--- config.mk ---
export PLATFORM = sky130hd
export DESIGN_NAME = pwm_speed_ramp
export DESIGN_NICKNAME = d
export VERILOG_FILES = /design/src/rtl/pwm_speed_ramp.sv
export SDC_FILE = /design/constraint.sdc
export NUM_CORES = 1
export LEC_CHECK = 0
export ABC_AREA = 0
export BUFFER_PORTS_ARGS = -buffer_cell sky130_fd_sc_hd__clkbuf_2
export CORE_MARGIN = 2
export CORE_UTILIZATION = 55
export DETAILED_ROUTE_END_ITERATION = 8
export PLACE_DENSITY = 0.84
export SLEW_MARGIN = 20
export SYNTH_ARGS = -nofsm -noshare
export SYNTH_HDL_FRONTEND = slang
export SYNTH_SLANG_ARGS = --single-unit
--- constraint.sdc ---
create_clock -name clk -period 3.55 [get_ports clk]
set_input_delay 0.1775 -clock clk [delete_from_list [all_inputs] [get_ports clk]]
set_output_delay 0.1775 -clock clk [all_outputs]
set_load 0.03 [all_outputs]
--- src/rtl/pwm_speed_ramp.sv ---
// rtl/pwm_speed_ramp.sv - debounced push-button speed control with soft ramp for the PWM block
// Optional feature macro: PWM_RAMP_BYPASS_EN (adds ramp_bypass input, speed follows target directly)
module pwm_speed_ramp #(
  parameter int DEB_CYCLES  = 200000,
  parameter int RAMP_CYCLES = 1000000
) (
  input  logic       clk,
  input  logic       rst_n,
  input  logic       btn_up,
  input  logic       btn_down,
  input  logic       btn_stop,
`ifdef PWM_RAMP_BYPASS_EN
  input  logic       ramp_bypass,
`endif
  output logic [2:0] speed,
  output logic       pwm_en,
  output logic       busy,
  output logic [2:0] target
);

  localparam int DW = $clog2(DEB_CYCLES);
  localparam int RW = $clog2(RAMP_CYCLES);

  typedef enum logic [1:0] {IDLE, RAMP_UP, RAMP_DOWN} state_t;

  // Button index: 0 = up, 1 = down, 2 = stop
  logic [2:0]    raw;
  logic [2:0]    sync1;
  logic [2:0]    sync2;
  logic [2:0]    deb;
  logic [DW-1:0] deb_cnt [3];
  logic [1:0]    deb_d;
  logic          up_evt;
  logic          dn_evt;
  logic          stop_q;

  state_t        state;
  state_t        next_state;
  logic [RW-1:0] ramp_cnt;
  logic [RW-1:0] next_cnt;
  logic [2:0]    next_speed;
  logic [2:0]    next_target;

  assign raw = {btn_stop, btn_down, btn_up};

  genvar i;
  for (i = 0; i < 3; i++) begin : g_deb
    // Two-flop synchronizer plus stable-level counter; level flips only after DEB_CYCLES differing clocks
    always_ff @(posedge clk or negedge rst_n) begin
      if (!rst_n) begin
        sync1[i]   <= 1'b0;
        sync2[i]   <= 1'b0;
        deb[i]     <= 1'b0;
        deb_cnt[i] <= '0;
      end else begin
        sync1[i] <= raw[i];
        sync2[i] <= sync1[i];
        if (sync2[i] == deb[i]) begin
          deb_cnt[i] <= '0;
        end else if (deb_cnt[i] == DW'(DEB_CYCLES - 1)) begin
          deb[i]     <= sync2[i];
          deb_cnt[i] <= '0;
        end else begin
          deb_cnt[i] <= deb_cnt[i] + 1'b1;
        end
      end
    end
  end

  // Registered press pulses for up/down and an aligned copy of the stop level
  always_ff @(posedge clk or negedge rst_n) begin
    if (!rst_n) begin
      deb_d  <= 2'b00;
      up_evt <= 1'b0;
      dn_evt <= 1'b0;
      stop_q <= 1'b0;
    end else begin
      deb_d  <= deb[1:0];
      up_evt <= deb[0] & ~deb_d[0];
      dn_evt <= deb[1] & ~deb_d[1];
      stop_q <= deb[2];
    end
  end

  // Requested speed: stop dominates, opposing presses cancel, saturate at both ends
  always_comb begin
    next_target = target;
    if (stop_q) begin
      next_target = 3'd0;
    end else if (up_evt && !dn_evt) begin
      if (target != 3'd7) next_target = target + 3'd1;
    end else if (dn_evt && !up_evt) begin
      if (target != 3'd0) next_target = target - 3'd1;
    end
  end

  // Holds the debounced requested speed
  always_ff @(posedge clk or negedge rst_n) begin
    if (!rst_n) target <= 3'd0;
    else        target <= next_target;
  end

  // Ramp step decision; state mirrors the current speed/target relation
  always_comb begin
    next_speed = speed;
    next_cnt   = '0;
    case (state)
      RAMP_UP, RAMP_DOWN: begin
        if (ramp_cnt == RW'(RAMP_CYCLES - 1)) begin
          next_cnt   = '0;
          next_speed = (state == RAMP_UP) ? speed + 3'd1 : speed - 3'd1;
        end else begin
          next_cnt = ramp_cnt + 1'b1;
        end
      end
      default: next_cnt = '0;
    endcase
`ifdef PWM_RAMP_BYPASS_EN
    if (ramp_bypass) begin
      next_speed = target;
      next_cnt   = '0;
    end
`endif
    if (next_speed == next_target) next_cnt = '0;
    if (next_target > next_speed)      next_state = RAMP_UP;
    else if (next_target < next_speed) next_state = RAMP_DOWN;
    else                               next_state = IDLE;
  end

  // Ramp FSM with registered speed, enable and busy outputs
  always_ff @(posedge clk or negedge rst_n) begin
    if (!rst_n) begin
      state    <= IDLE;
      ramp_cnt <= '0;
      speed    <= 3'd0;
      pwm_en   <= 1'b0;
      busy     <= 1'b0;
    end else begin
      state    <= next_state;
      ramp_cnt <= next_cnt;
      speed    <= next_speed;
      pwm_en   <= (next_speed != 3'd0);
      busy     <= (next_speed != next_target);
    end
  end

endmodule

==> impl_metrics.csv <==
group,metric,value,unit
floorplanning,die_w,97.1,µm
grt,antenna_found_initial,0,
clock_network,cts-root-buf,"clkbuf_8",
floorplanning,die_y,97.1,µm
timing,min_period,3.10,ns
outcome,outcome,"finished clean",
critical_path,critPathMaxStageDelay,0.45,ns
detailed_routing,avgRoutedWirePerCell,14.4,µm
clock_network,clk_latency,0.35,ns
detailed_routing,drt_iter0_drc,175,
critical_path,critical_path_class,"flip-flop to flip-flop",
finish,post-route-cell-area,0.00516,mm²
timing,fmax,322,MHz
timing,min_period_over_period,87.4,%
clock_network,cts_resized,0,
logic_synthesis,synth_edf_count,0,
floorplanning,io_pins,13,
critical_path,ff2ff_path_depth,12,
logic_synthesis,synth_cell_types,46,
detailed_routing,antenna_left,0,
critical_path,worst-path-buf-inv,3,
detailed_routing,wirelength,8480,µm
critical_path,path_depth,12,
critical_path,cp-start-kind,"flip-flop",
grt,grt_pass1_vias,3300,
logic_synthesis,ys_seq_elements,98,
placement,port_buffers,12,
logic_synthesis,synth.avg_cell_area,10.3,µm²
finish,layout_common_cells,"dfrtp_1 (98), nor2_1 (62), xor2_1 (38)",
placement,placed_area,0.00491,mm²
clock_network,htreeDepth,3,
logic_synthesis,yosys_warnings,0,
grt,grt_start_max_net_pins,74,
finish,finalCoreUtilization,62.2,%
pwr,pwr_density_cell,379,mW/mm²
detailed_routing,via_per_inst,5.86,
timing,clock-skew-final,0.0103,ns
timing,worst_pin_slew,0.886,ns
logic_synthesis,synth.net_count,481,
detailed_routing,num_vias,3460,
critical_path,crit_chain,"inv_1 > ha_1 > inv_1 > fa_1 > xor2_1 > nor4_1 > xnor2_1 > ha_1 > a31oi_1 > o21ai_1 > buf_4 > nor2_1",
timing,final-hold-violation-count,0,
grt,grt_remaining_overflow,0,
finish,layout_commonest_cell,"dfrtp_1",
timing,rsz0062_at_grt,"false",
clock_network,numCtsBuffers,9,
logic_synthesis,synth_flop_cell,"dfrtp_1",
logic_synthesis,syn_inst,464,
detailed_routing,drc,0,
finish,final_cells,590,
floorplanning,start_util,57.4,%
timing,finalSetupViolCount,0,
critical_path,worst_path_max_delay_cell,"nor4_1",
grt,grt_usage,19.2,%
finish,nets,497,
job,maxCapViolCount,0,
timing,report.final.slew_viol_count,0,
timing,slew-limit-headroom,40.9,%
worst_hold_path,min_path_type,"flip-flop to flip-flop",
grt,grt_pass1_wl,15000,µm
logic_synthesis,async_flop_share,100,%
critical_path,end_kind,"flip-flop",
floorplanning,rows,33,
logic_synthesis,ys_seq_area_share,51.5,%
critical_path,crit_family,"adder cells",
floorplanning,dieArea,0.00943,mm²
timing,hold_ws,0.356,ns
critical_path,worstPathRequired,3.79,ns
detailed_routing,dr.pass1.iters,4,
pwr,peakVddDrop,0.233,mV
placement,dpl.hpwl,5730,µm
logic_synthesis,syn_area,0.00477,mm²
critical_path,crit_arrival,3.35,ns
timing,setup_tns,0,ns
worst_hold_path,hold_depth,0,
placement,dp_cells,570,
clock_network,clkSlewWorstSetupHoldPaths,0.09,ns
finish,drive_gt1_share,7.84,%
pwr,leakage,0.00219,µW
clock_network,clock_path_buffers,2,
clock_network,clock-sinks,98,
finish,n_antenna_cell,0,
critical_path,cp_max_fo,11,
floorplanning,core_region_area,0.00830,mm²
clock_network,cts_tree,"built",
placement,gp_congestion,0.877,
finish,area_delta_synth_final,8.32,%
power by group:
| part | leakage, µW | internal [µW] | switching (µW) |
|---|---|---|---|
| clock network | 0.000101 | 399 | 366 |
| logic | 0.000742 | 16.3 | 40.4 |
| registers | 0.00135 | 1130 | 10.1 |
| total | 0.00219 | 1540 | 416 |
state kept, by name, summed over array words and instances, names as in the netlist:
register / flops
deb_cnt: 54
ramp_cnt: 20
deb: 3
speed: 3
sync1: 3
sync2: 3
target: 3
deb_d: 2
state: 2
busy: 1
dn_evt: 1
pwm_en: 1
stop_q: 1
up_evt: 1
cell usage after synthesis (9+ instances only):
master | number | area, µm²
or3_1 | 9 | 56.3
ha_1 | 11 | 138
o21ai_0 | 12 | 60.1
dfrtp_1 | 98 | 2450
nand4_1 | 23 | 144
and3_1 | 11 | 68.8
inv_1 | 13 | 48.8
nor2_1 | 62 | 233
xnor2_1 | 21 | 184
nand3_1 | 32 | 160
xor2_1 | 38 | 333
nand2_1 | 23 | 86.3
a21oi_1 | 18 | 90.1
nor4_1 | 11 | 68.8
metal layers:
layer | routed length [µm] | global-route usage, %
met1 | 3870 | 26.8
met2 | 4210 | 30.2
met3 | 212 | 2.66
met4 | 185 | 8.45
met5 | 0 | 0
kinds of logic after synthesis:
group	Yosys count	share of synthesized area, %
and+or+nand+nor	216	24.4
DFF	98	51.5
xor gates and xnor gates	59	10.8
AOI/OAI and AO/OA	45	5.85
buffers and inverters	26	2.36
adders and majority gates	12	3.31
muxes	8	1.79
final cells by class:
class	instances	area [µm²]
timing repair buffer	18	118
fill	630	3140
multi-input combinational	340	2200
clock inverter	4	76.3
sequential	98	2450
tap	105	131
inverter	13	48.8
clock buffer	12	135
worst paths after layout:
kind / start / to / slack (ns)
setup / recovery: state[1]$_DFF_PN0_ / ramp_cnt[0]$_DFF_PN0_ / 0.45
hold / removal: sync1[0]$_DFF_PN0_ / sync2[0]$_DFF_PN0_ / 0.36
setup reg to reg: state[1]$_DFF_PN0_ / ramp_cnt[0]$_DFF_PN0_ / 0.45
hold reg to reg: sync1[0]$_DFF_PN0_ / sync2[0]$_DFF_PN0_ / 0.36
max in group asynchronous: rst_n / ramp_cnt[0]$_DFF_PN0_ / 2.19
min in group asynchronous: rst_n / deb_cnt[1]$_DFF_PN0_ / 0.47
metrics by stage:
stage | worst slack (ns) | power (µW)
finish | 0.448 | 1960
global route | 0.258 | 2040
floorplan | 0.947 | 1180
CTS | 0.455 | 1980
global placement | 0.656 | 1210
detailed placement | 0.485 | 1220
what timing repair did:
action	in CTS	in global routing
hold buffers	4	0
buffers inserted	0	0
hold endpoints to repair	74	0
No activity file was read; power rests on OpenSTA's default activity.
